[src/rtl/im_loader.sv]
// Instruction-memory loader: receives a length-prefixed byte frame, writes packed
// 32-bit words into IM, verifies an XOR checksum and releases the CPU from reset.
module im_loader #(
  parameter int ADDR_W = 10
) (
  input  logic              clock,
  input  logic              reset,
  input  logic              start,
  input  logic              in_valid,
  input  logic [7:0]        in_data,
  output logic              in_ready,
  output logic              im_we,
  output logic [ADDR_W-1:0] im_addr,
  output logic [31:0]       im_wdata,
  output logic              cpu_hold,
  output logic              done,
  output logic              err,
  output logic [ADDR_W:0]   word_count
);

  // state  | meaning
  // IDLE   | after reset, waiting for start
  // LEN_HI | expecting high byte of word count
  // LEN_LO | expecting low byte of word count
  // DATA   | assembling payload words
  // CHECK  | expecting checksum byte
  // DONE   | image loaded, CPU released
  // ERR    | length overflow or bad checksum, CPU held
  typedef enum logic [2:0] {
    S_IDLE, S_LEN_HI, S_LEN_LO, S_DATA, S_CHECK, S_DONE, S_ERR
  } state_t;

  localparam logic [16:0] MAX_N = 17'(2 ** ADDR_W);

  state_t state, state_nxt;

  logic [7:0]      len_hi;
  logic [15:0]     len;
  logic [15:0]     len_in;
  logic [1:0]      byte_cnt;
  logic [23:0]     shift;
  logic [7:0]      csum;
  logic [ADDR_W:0] wc_nxt;
  logic            xfer;
  logic            start_ok;
  logic            len_too_big;
  logic            last_word;
  logic            word_done;

  assign len_in      = {len_hi, in_data};
  assign len_too_big = {1'b0, len_in} > MAX_N;
  assign wc_nxt      = word_count + 1'b1;
  assign last_word   = 32'(wc_nxt) == 32'(len);

  always_ff @(posedge clock) begin
    if (!reset) state <= S_IDLE;
    else        state <= state_nxt;
  end

  always_comb begin
    state_nxt = state;
    in_ready  = 1'b0;
    start_ok  = 1'b0;
    case (state)
      S_IDLE, S_DONE, S_ERR: begin
        start_ok = start;
        if (start) state_nxt = S_LEN_HI;
      end
      S_LEN_HI: begin
        in_ready = 1'b1;
        if (in_valid) state_nxt = S_LEN_LO;
      end
      S_LEN_LO: begin
        in_ready = 1'b1;
        if (in_valid) begin
          if (len_too_big)       state_nxt = S_ERR;
          else if (len_in == '0) state_nxt = S_CHECK;
          else                   state_nxt = S_DATA;
        end
      end
      S_DATA: begin
        in_ready = 1'b1;
        if (in_valid && byte_cnt == 2'd3 && last_word) state_nxt = S_CHECK;
      end
      S_CHECK: begin
        in_ready = 1'b1;
        if (in_valid) state_nxt = (in_data == csum) ? S_DONE : S_ERR;
      end
      default: state_nxt = S_IDLE;
    endcase
    xfer      = in_ready & in_valid;
    word_done = (state == S_DATA) && xfer && (byte_cnt == 2'd3);
  end

  always_ff @(posedge clock) begin
    if (!reset) begin
      len_hi     <= '0;
      len        <= '0;
      byte_cnt   <= '0;
      shift      <= '0;
      csum       <= '0;
      im_we      <= 1'b0;
      im_addr    <= '0;
      im_wdata   <= '0;
      cpu_hold   <= 1'b1;
      done       <= 1'b0;
      err        <= 1'b0;
      word_count <= '0;
    end else begin
      im_we <= 1'b0;
      if (start_ok) begin
        done       <= 1'b0;
        err        <= 1'b0;
        word_count <= '0;
        csum       <= '0;
        byte_cnt   <= '0;
        cpu_hold   <= 1'b1;
      end
      if (xfer) begin
        case (state)
          S_LEN_HI: len_hi <= in_data;
          S_LEN_LO: begin
            len <= len_in;
            if (len_too_big) err <= 1'b1;
          end
          S_DATA: begin
            csum     <= csum ^ in_data;
            byte_cnt <= byte_cnt + 2'd1;
            shift    <= {shift[15:0], in_data};
          end
          S_CHECK: begin
            if (in_data == csum) begin
              done     <= 1'b1;
              cpu_hold <= 1'b0;
            end else begin
              err <= 1'b1;
            end
          end
          default: ;
        endcase
      end
      // word index equals words written so far, so the last of 2^ADDR_W lands at the top address
      if (word_done) begin
        im_we      <= 1'b1;
        im_addr    <= word_count[ADDR_W-1:0];
        im_wdata   <= {shift, in_data};
        word_count <= wc_nxt;
      end
    end
  end

endmodule
[config.mk]
export PLATFORM = sky130hd
export DESIGN_NAME = im_loader
export DESIGN_NICKNAME = d
export VERILOG_FILES = /design/src/rtl/im_loader.sv
export SDC_FILE = /design/constraint.sdc
export NUM_CORES = 1
export LEC_CHECK = 0
export ABC_AREA = 1
export CAP_MARGIN = 40
export CORE_UTILIZATION = 58
export DETAILED_ROUTE_END_ITERATION = 8
export PLACE_DENSITY = 0.82
export SLEW_MARGIN = 0
export SYNTH_ARGS = -nofsm -noshare
export SYNTH_HDL_FRONTEND = slang
export SYNTH_SLANG_ARGS = --single-unit
[constraint.sdc]
create_clock -name clock -period 4.4 [get_ports clock]
set_clock_uncertainty 0.05 [all_clocks]
set_input_delay 0.66 -clock clock [delete_from_list [all_inputs] [get_ports clock]]
set_output_delay 0.66 -clock clock [all_outputs]
set_load 0.005 [all_outputs]
* After elaboration in Yosys (flattened, before gate mapping)
Cells that the tools add are included.
Word-level totals: bits in registers 118, input bits 12, output and inout port bits 58, word-level logic and storage cells 78
Operators by class: add/sub/neg operators 2, magnitude comparators 1, equality and inequality tests 14, multiplexer cells 33, bitwise logic cells 2, reductions and logical operators 13
Operator list (number):
- $mux W8 | 3
- $mux W11 | 2
- $mux W3 | 7
- $eq A11 B16 Y1 | 1
- $gt A16 B11 Y1 const B | 1
- $logic_not A16 Y1 | 1
- $mux W1 | 15
- $pmux W3 S5 | 1
- $add A11 B1 Y11 const B | 1
- $ne A2 B2 Y1 const B | 5
- $eq A3 B3 Y1 const B | 3
- $eq A8 B8 Y1 | 1
- $mux W2 | 4
- $xor A8 B8 Y8 | 1
- $eq A3 B2 Y1 const B | 2
- $reduce_and A2 Y1 | 3
- $reduce_and A5 Y1 | 1
- $logic_and A1 B1 Y1 | 4
- $reduce_or A4 Y1 | 1
- $eq A3 B1 Y1 const B | 1
- $logic_not A3 Y1 | 1
- $reduce_or A3 Y1 | 1
- $add A2 B1 Y2 const B | 1
- $eq A2 B2 Y1 const B | 1
- other kinds (3) | 3

* Longest topological paths before layout
word-level depth 7, gate-level depth with buffers 14, mapped depth without buffers 14

* Worst setup path before layout
Ideal clock, no wire load.
kind register to register, from reg word_count[1], to reg state[1], setup time 0.115 ns, arrival 1.601 ns, required time 4.235 ns, slack 2.634 ns, stages on the path, launching flop included 13, buffers on the path 0, clock period less this slack 1.766 ns, cells stage by stage dfxtp_1 -> ha_1 -> nand2_4 -> nor2_4 -> nand2_2 -> nand2_2 -> nor2_1 -> nor2_4 -> nand3_2 -> o21bai_4 -> nand3_1 -> nand2_1 -> nor2_1
Between the ends: longest elaborated chain between the ends 5
Ends and longest elaborated chain:
- start, declared | line 18 | output logic [ADDR_W:0] word_count
- start signal, assigned | line 147 | word_count <= wc_nxt;
- $add A11 B1 Y11 | line 52 | assign wc_nxt = word_count + 1'b1;
- $eq A11 B16 Y1 | line 53 | assign last_word = 32'(wc_nxt) == 32'(len);
- $logic_and A1 B1 Y1 | line 83 | if (in_valid && byte_cnt == 2'd3 && last_word) state_nxt = S_CHECK;
- $ne A2 B2 Y1 (no source line)
- $reduce_and A5 Y1 (no source line)
- end signal, assigned | line 57 | else state <= state_nxt;
- end, declared | line 35 | state_t state, state_nxt;
Every way passes these cells. A chain may end at the register's enable or synchronous reset.

* Worst setup path in the final report
from reg state[1], to out in_ready
Between the ends: longest elaborated chain between the ends 3, elaborated cells on any way between the ends 6, classes of those cells eq/ne: 4; mux: 1; reduce/logical: 1
Ends and longest elaborated chain:
- $eq A3 B2 Y1 (tied with other cells) | line 64 | case (state)
- $reduce_or A4 Y1 (no source line) (*)
- $mux W1 (*) | line 64
- end, declared | line 11 | output logic in_ready,
Every way passes the cells marked *; elsewhere a longest branch is shown, timed or not.

==> flow_summary.toml <==
[grt]
grt_pass1_wl_um = 19800
grt_max_degree = 97
grtUsageMet2_pct = 47.1
use_met3_pct = 6.59
antenna_found_initial = 0
grt_overflow = 0
busiest_layer = "met2"
grt_usage_pct = 29.2
grt_use_met1_pct = 37.8
grt_pass1_vias = 4189

[worst_hold_path]
hold_path_depth = 2
hold_path_class = "reg -> reg"
hold_start = "len[11]"
min_to = "len[11]"

[timing]
fin_crit_sh_pct = 58.9
worst_pin_slew_ns = 0.766
tns_ns = 0
max_freq_ghz = 0.386
hold_viol_final = 0
slew-limit-headroom_pct = 48.9
drv_slew = 0
setup_viol = 0
holdWs_ns = 0.418
fin_crit_ns = 2.59
rsz0062_at_grt = "false"

[clocking]
cts.sinks = 118
cts-root-buf = "clkbuf_8"
htreeDepth = 4
cts_tree = "done"
clockBufferDepth = 2
clkTransAtPathRegs_ns = 0.06
cts_setup_buffers = 0
insertion_delay_ns = 0.51
cts.hold.buffers_added = 0
cts_resized = 0
cts_buffers = 17

[routing]
drtAntennaViolNets = 0
drcViolationCount = 0
wire_per_inst_um = 14.5
via_per_inst = 5.53
vias = 4525
drtPass1Iterations = 5
drt-total-wl_um = 11900
drt_iter0_drc = 332

[logic_synthesis]
synth_top_flop_cell = "dfxtp_1"
synth_cell_types = 30
syn_nets = 658
seq_area_frac_synth_pct = 48.9
yosysTopAreaCellShare_pct = 48.9
ys_seq_elements = 118
synthTopCellsByArea = "dfxtp_1 49%, a21oi_1 11%, o21ai_0 9.6%, nand2_1 8.4%, inv_1 4.8%"
post-synth-top-area-cell = "dfxtp_1"
synth-edff-count = 0
ys.warnings.count = 0
avgSynthCellArea_um2 = 7.49
ys_async_sr_fraction_pct = 0
syn-cell-area_um2 = 4830
synthCells = 644

[die]
core_um2 = 7890
die_h_um = 93.2
die_x_um = 93.2
start_util_pct = 61.2
placementRows = 32
io_pins = 70
dieArea_um2 = 8690

[setup_path]
r2r-start = "state[1]"
critical-path-slowest-cell = "clkdlybuf4s50_1"
crit_path_frequent_cell = "nand2_1"
critPathMaxStageDelay_ns = 0.45
crit_cells = 6
arrival_ns = 1.88
worstPathMaxFanout = 5
rrSetupSlack_ns = 1.95
cp_top_family = "buffers and inverters"
path_class = "reg -> out"
r2r-end = "word_count[1]"
cp.buffers_inverters = 2
worstPathRequired_ns = 3.69
crit_chain = "nor2_1, nand2_1, inv_1, a21oi_1, nand2_1, clkdlybuf4s50_1"
end_kind = "output pin"
start_kind = "flop"
worstRegToRegCells = 8

[power_and_ir_drop]
p_leak_nw = 2.45
ir_worst_vdd_mv = 0.245
combPwrFrac_pct = 15.7
clkPwrFrac_pct = 43.4
swShare_pct = 31.3
internal_power_mw = 2.02
p_sw_mw = 0.922
p_per_area_nw_per_um2 = 483
p_seq_share_pct = 40.9

[outcome]
status = "complete, no violations"

[placed_design]
port_buffers = 69
dpl.hpwl_um = 7670
place_congestion = 0.828
placed_area_um2 = 5550

[finish]
syn_to_final_growth_pct = 26.4
antennaDiodeCount = 0
finalCoreUtilization_pct = 77.3
drive_gt1_share_pct = 7.53
final_area_um2 = 6100
finish.net_count = 718

[run]
cap_violations = 0
## per-layer routing
layer / up-vias / wire length (µm)
met4: 0 / 205
li1: 2239 / -
met3: 17 / 727
met2: 166 / 5730
met1: 2103 / 5230
met5: - / 0
## worst reg2reg max path, stage by stage (launching register included)
cell     delay, ns
dfxtp_1       0.40
nand2_1       0.09
nor2_1        0.09
inv_1         0.15
nor2_4        0.57
inv_1         0.43
nand2_1       0.22
inv_2         0.11
a32o_1        0.23
## worst max-delay path by stage
stage                             start            end  slack (ns)
after floorplan           word_count[1]       state[1]        2.63
after global placement         in_valid  word_count[1]        1.44
after detailed placement       in_valid  word_count[1]        1.35
after CTS                      state[1]       in_ready        1.78
after global routing           state[1]       in_ready        1.61
final                          state[1]       in_ready        1.81
## logic make-up after synthesis
kind of cell | Yosys count | synth area share (%)
AO/OA/AOI/OAI | 203 | 21.7
adder cells (fa/ha/maj) | 2 | 0.518
XOR/XNOR | 9 | 1.63
AND/OR/NAND/NOR | 213 | 19.2
flip-flops | 118 | 49.0
buffers and inverters | 99 | 8.01
## layout make-up
cell class / count / area, µm²
tap: 102 / 128
clock inverter: 15 / 135
inverter: 67 / 251
fill: 528 / 1790
clock buffer: 17 / 414
multi-input combinational: 427 / 2090
timing repair buffer: 73 / 716
sequential: 118 / 2360
## synth_stat cells, types with 3 or more instances
cell / instances
nand3_1: 25
nor4_1: 3
nand4_1: 4
nand2_2: 3
xor2_1: 8
inv_1: 62
nor2_4: 4
nand3b_1: 3
dfxtp_1: 118
o21ai_0: 93
buf_2: 6
nand2_1: 108
a21oi_1: 104
nor2_1: 58
clkbuf_1: 24
clkinv_1: 3
## layout by cell type (no fill, tap or decap), types with 4 or more instances in the layout
master,netlist,layout
clkbuf_16,0,16
clkinvlp_4,0,5
o21ai_0,93,93
inv_8,0,4
nor2_1,58,56
nand4_1,4,4
clkdlybuf4s50_1,0,68
a21oi_1,104,104
inv_1,62,62
buf_4,2,4
nand3_1,25,25
dfxtp_1,118,118
xor2_1,8,8
inv_6,0,6
nand2_1,108,108
nor2_4,4,6
## power groups by stage
stage	Sequential [mW]	Clock, mW	Combinational [mW]
4_1_cts	1.20	1.29	0.458
3_5_place_dp	1.22	0	0.453
2_1_floorplan	1.20	0	0.349
5_1_grt	1.22	1.34	0.520
6_report	1.21	1.28	0.461
3_3_place_gp	1.22	0	0.435
## flip-flops by register name, summed over array words and instances (netlist names)
register and flops:
im_wdata 32, csum 8, byte_cnt 2, cpu_hold 1, len_hi 8, im_we 1
len 16, done 1, word_count 11, im_addr 10, shift 24, err 1
state 3
## stage by stage
stage               power, mW  cells  setup WS, ns
floorplan                1.55    644          2.63
global placement         1.66    787          1.44
detailed placement       1.68    787          1.35
CTS                      2.95    819          1.78
global route             3.08    819          1.61
finish                   2.94    819          1.81
Power figures use the tool's default switching activity.
==> RTL change 1, RTL diff (config.mk and constraints unchanged) <==
Make the reset (`reset`) asynchronous in 2 clocked blocks.
--- a/src/rtl/im_loader.sv
+++ b/src/rtl/im_loader.sv
@@ -52,7 +52,7 @@
   assign wc_nxt      = word_count + 1'b1;
   assign last_word   = 32'(wc_nxt) == 32'(len);
 
-  always_ff @(posedge clock) begin
+  always_ff @(posedge clock or negedge reset) begin
     if (!reset) state <= S_IDLE;
     else        state <= state_nxt;
   end
@@ -92,7 +92,7 @@
     word_done = (state == S_DATA) && xfer && (byte_cnt == 2'd3);
   end
 
-  always_ff @(posedge clock) begin
+  always_ff @(posedge clock or negedge reset) begin
     if (!reset) begin
       len_hi     <= '0;
       len        <= '0;
Behaviour: differs if reset is asserted again (counterexample within 4 cycles, from zero or initial values and one cycle with reset low); with reset held inactive, the same outputs for 10 cycles.
==> RTL change 1 against the original RTL <==
The flow now finishes with violations (DRC). Via count fell by 4.6%. Sequential cell count stayed put. Setup slack worse by 0.23 ns. Critical endpoint unchanged. Routed wire length decreased by 0.74%. Total power rose by 28%. Critical path depth down 2. Area after synthesis is 7.1% higher. Critical path type unchanged. Die area up 6.9%. Design area increased by 6.6%. Sequential share of layout area increased by 6.7 points.
==> RTL change 1: results (changes against the original RTL) <==
| Parameter | Value | Unit | Change |
|---|---|---|---|
| Sum of met2 wire segment lengths after detailed routing | 5630 | µm | -1.6% |
| Sequential fraction of design power | 0.407 | - | -0.002 |
| Result of the run | finished with violations | - |  |
| Part of the Yosys area used for sequential elements | 0.572 | - | +0.0823 |
| Number of inverters outside the clock class in the layout | 62 | - | -7.5% |
| Power dissipated in sequential cells | 1.53 | mW | +26% |
| Wire length per cell | 15.1 | µm | +4.4% |
| Cell family with most CP delay | simple AND/OR/NAND/NOR gates | - |  |
| Routed wl met3 | 547 | µm | -25% |
| Total number of vias | 4318 | - | -4.6% |
| DRC violations left | 1 | - | +1 |
| Critical path arrival | 2.11 | ns | +0.23 ns |
| GRT Overall Usage | 0.281 | - | -0.0113 |
| Synth Area in Compound Gates | 0.118 | - | -0.0983 |
| Worst VDD drop | 0.000367 | V | +50% |
| Commonest cells in the netlist | 184 x sky130_fd_sc_hd__nand2_1, 117 x sky130_fd_sc_hd__dfrtp_1, 70 x sky130_fd_sc_hd__o21ai_0 | - |  |
| Async set-or-reset flop fraction in the synthesized netlist | 1.00 | - | +1.00 |
| Main area contributors after synthesis | sky130_fd_sc_hd__dfrtp_1 57%, sky130_fd_sc_hd__nand2_1 13%, sky130_fd_sc_hd__o21ai_0 6.8%, sky130_fd_sc_hd__inv_1 3.9%, sky130_fd_sc_hd__nand3_1 3.0% | - |  |
| Clock network contribution to total cell area | 0.0908 | - | +0.000752 |
| First-pass GRT wire length | 19300 | µm | -2.4% |
| Number of vias per cell | 5.54 | - | +0.33% |
| Pre-CTS WS | 1.21 | ns | -0.139 ns |
| Total non-filler cell area in the finished layout | 6500 | µm² | +6.6% |
| Via count of the first global-routing pass | 4035 | - | -3.7% |
| Failing checks | DRC | - |  |
| Capturing point of the worst reg2reg path | im_wdata[17]$_DFFE_PN0P_ | - |  |
## RTL change 1: worst register-to-register path: cells and delay by family, from the launching register on
family	cells	cell delay (ns)
AOI/OAI and AO/OA	1	0.08
DFF	1	0.48
and+or+nand+nor	4	1.31
buffers and inverters	2	0.72
## RTL change 1: how the worst max path moves through the flow
stage	depth (start not counted)	slack, ns	startpoint	to
finish	4	1.58	state[2]$_DFFE_PN0P_	in_ready
global route	7	1.34	state[2]$_DFFE_PN0P_	im_wdata[17]$_DFFE_PN0P_
CTS	4	1.57	state[2]$_DFFE_PN0P_	in_ready
detailed placement	6	1.21	in_valid	im_wdata[6]$_DFFE_PN0P_
global placement	6	1.34	in_valid	word_count[9]$_DFFE_PN0P_
floorplan	15	2.59	word_count[0]$_DFFE_PN0P_	state[2]$_DFFE_PN0P_
## RTL change 1: routing by layer
layer / vias to the layer above / track usage
met5: - / 0
met4: 0 / 0.136
met3: 25 / 0.0540
met2: 148 / 0.439
met1: 2095 / 0.380
li1: 2050 / -
==> RTL change 2, RTL diff (config.mk and constraints unchanged) <==
Without the edit above. Change the parameter `ADDR_W` from 10 to 9.
--- a/src/rtl/im_loader.sv
+++ b/src/rtl/im_loader.sv
@@ -1,7 +1,7 @@
 // Instruction-memory loader: receives a length-prefixed byte frame, writes packed
 // 32-bit words into IM, verifies an XOR checksum and releases the CPU from reset.
 module im_loader #(
-  parameter int ADDR_W = 10
+  parameter int ADDR_W = 9
 ) (
   input  logic              clock,
   input  logic              reset,
Interface: changed (resized im_addr and word_count); port bits go from 70 to 68. No check against the original RTL was run, so the function may have changed too.
==> RTL change 2 against the original RTL <==
Routed wire length up 3.3%. Area after synthesis down 0.67%. Total power up 2.1%. Setup slack worse by 0.20 ns. Non-clock buffer count down 4. Sequential cell count down 2. Design area down 0.68%. Via count about the same. Critical endpoint unchanged.
==> RTL change 2: results (changes against the original RTL) <==
| Parameter | Value | Unit | Change |
|---|---|---|---|
| Multi-input gate share of the layout cell area | 0.335 | - | -0.00820 |
| Critical path peak fanout | 7 | - | +2 |
| Number of nets in the finished design | 698 | - | -2.8% |
| Buffer share of cell area | 0.112 | - | -0.00498 |
| Post-place instance area | 5470 | µm² | -1.4% |
| Share of synthesized cell area in full adder, half adder and majority cells | 0.00522 | - | +0.0000352 |
| Number of instances in the placed design | 767 | - | -2.5% |
| Non-filler instance count after layout | 799 | - | -2.4% |
| Cell-internal power | 2.11 | mW | +4.6% |
| Main area contributors after synthesis | sky130_fd_sc_hd__dfxtp_1 48%, sky130_fd_sc_hd__o21ai_0 9.0%, sky130_fd_sc_hd__a21oi_1 8.6%, sky130_fd_sc_hd__inv_1 6.0%, sky130_fd_sc_hd__nand2_1 5.9% | - |  |
| Combinational power | 0.462 | mW | about the same |
| Syn_nets | 641 | - | -2.6% |
| Share of layout cells above drive strength 1 | 0.0976 | - | +0.0222 |
| RD Place Congestion | 0.982 | - | +19% |
| Clock group share of total power | 0.450 | - | +0.016 |
| Total area of sequential cells | 2320 | µm² | -1.7% |
| Xor-xnor portion of the synthesized cell area | 0.0164 | - | +0.000111 |
| Result of the run | finished clean | - |  |
| Sum of met2 wire segment lengths after detailed routing | 6030 | µm | +5.2% |
| Worst hold start | shift[18]$_SDFFE_PN0P_ | - |  |
| Fraction of power spent switching nets | 0.297 | - | -0.0165 |
| GRT Overall Usage | 0.301 | - | +0.00903 |
| Number of vias per cell | 5.67 | - | +2.6% |
| Worst VDD drop | 0.000408 | V | +67% |
| Fraction of met1 tracks used by global routing | 0.382 | - | +0.00439 |
| Multi-input comb cells | 397 | - | -7.0% |
| Hold Path Sink | im_wdata[26]$_SDFFE_PN0P_ | - |  |
[RTL change 2: cell types whose count changed after synthesis, moves of 7 or more]
cell,delta
sky130_fd_sc_hd__inv_1,+14
sky130_fd_sc_hd__nand2_1,-33
sky130_fd_sc_hd__a211oi_1,+7
sky130_fd_sc_hd__nor2_1,-21
sky130_fd_sc_hd__nand3_1,+27
sky130_fd_sc_hd__o21ai_0,-7
sky130_fd_sc_hd__a21oi_1,-22
[RTL change 2: worst max path at each step]
stage                                startpoint                          to  slack (ns)  cells after the start
after floorplan                        in_valid  word_count[1]$_SDFFE_PN0P_        2.68                      7
final                     state[2]$_SDFFE_PN0P_                    in_ready        1.61                      6
after global placement                 in_valid  word_count[9]$_SDFFE_PN0P_        1.67                      7
after global routing      state[1]$_SDFFE_PN0P_                    in_ready        1.46                      5
after CTS                 state[2]$_SDFFE_PN0P_                    in_ready        1.62                      6
after detailed placement               in_valid   im_wdata[31]$_SDFFE_PN0P_        1.54                      7
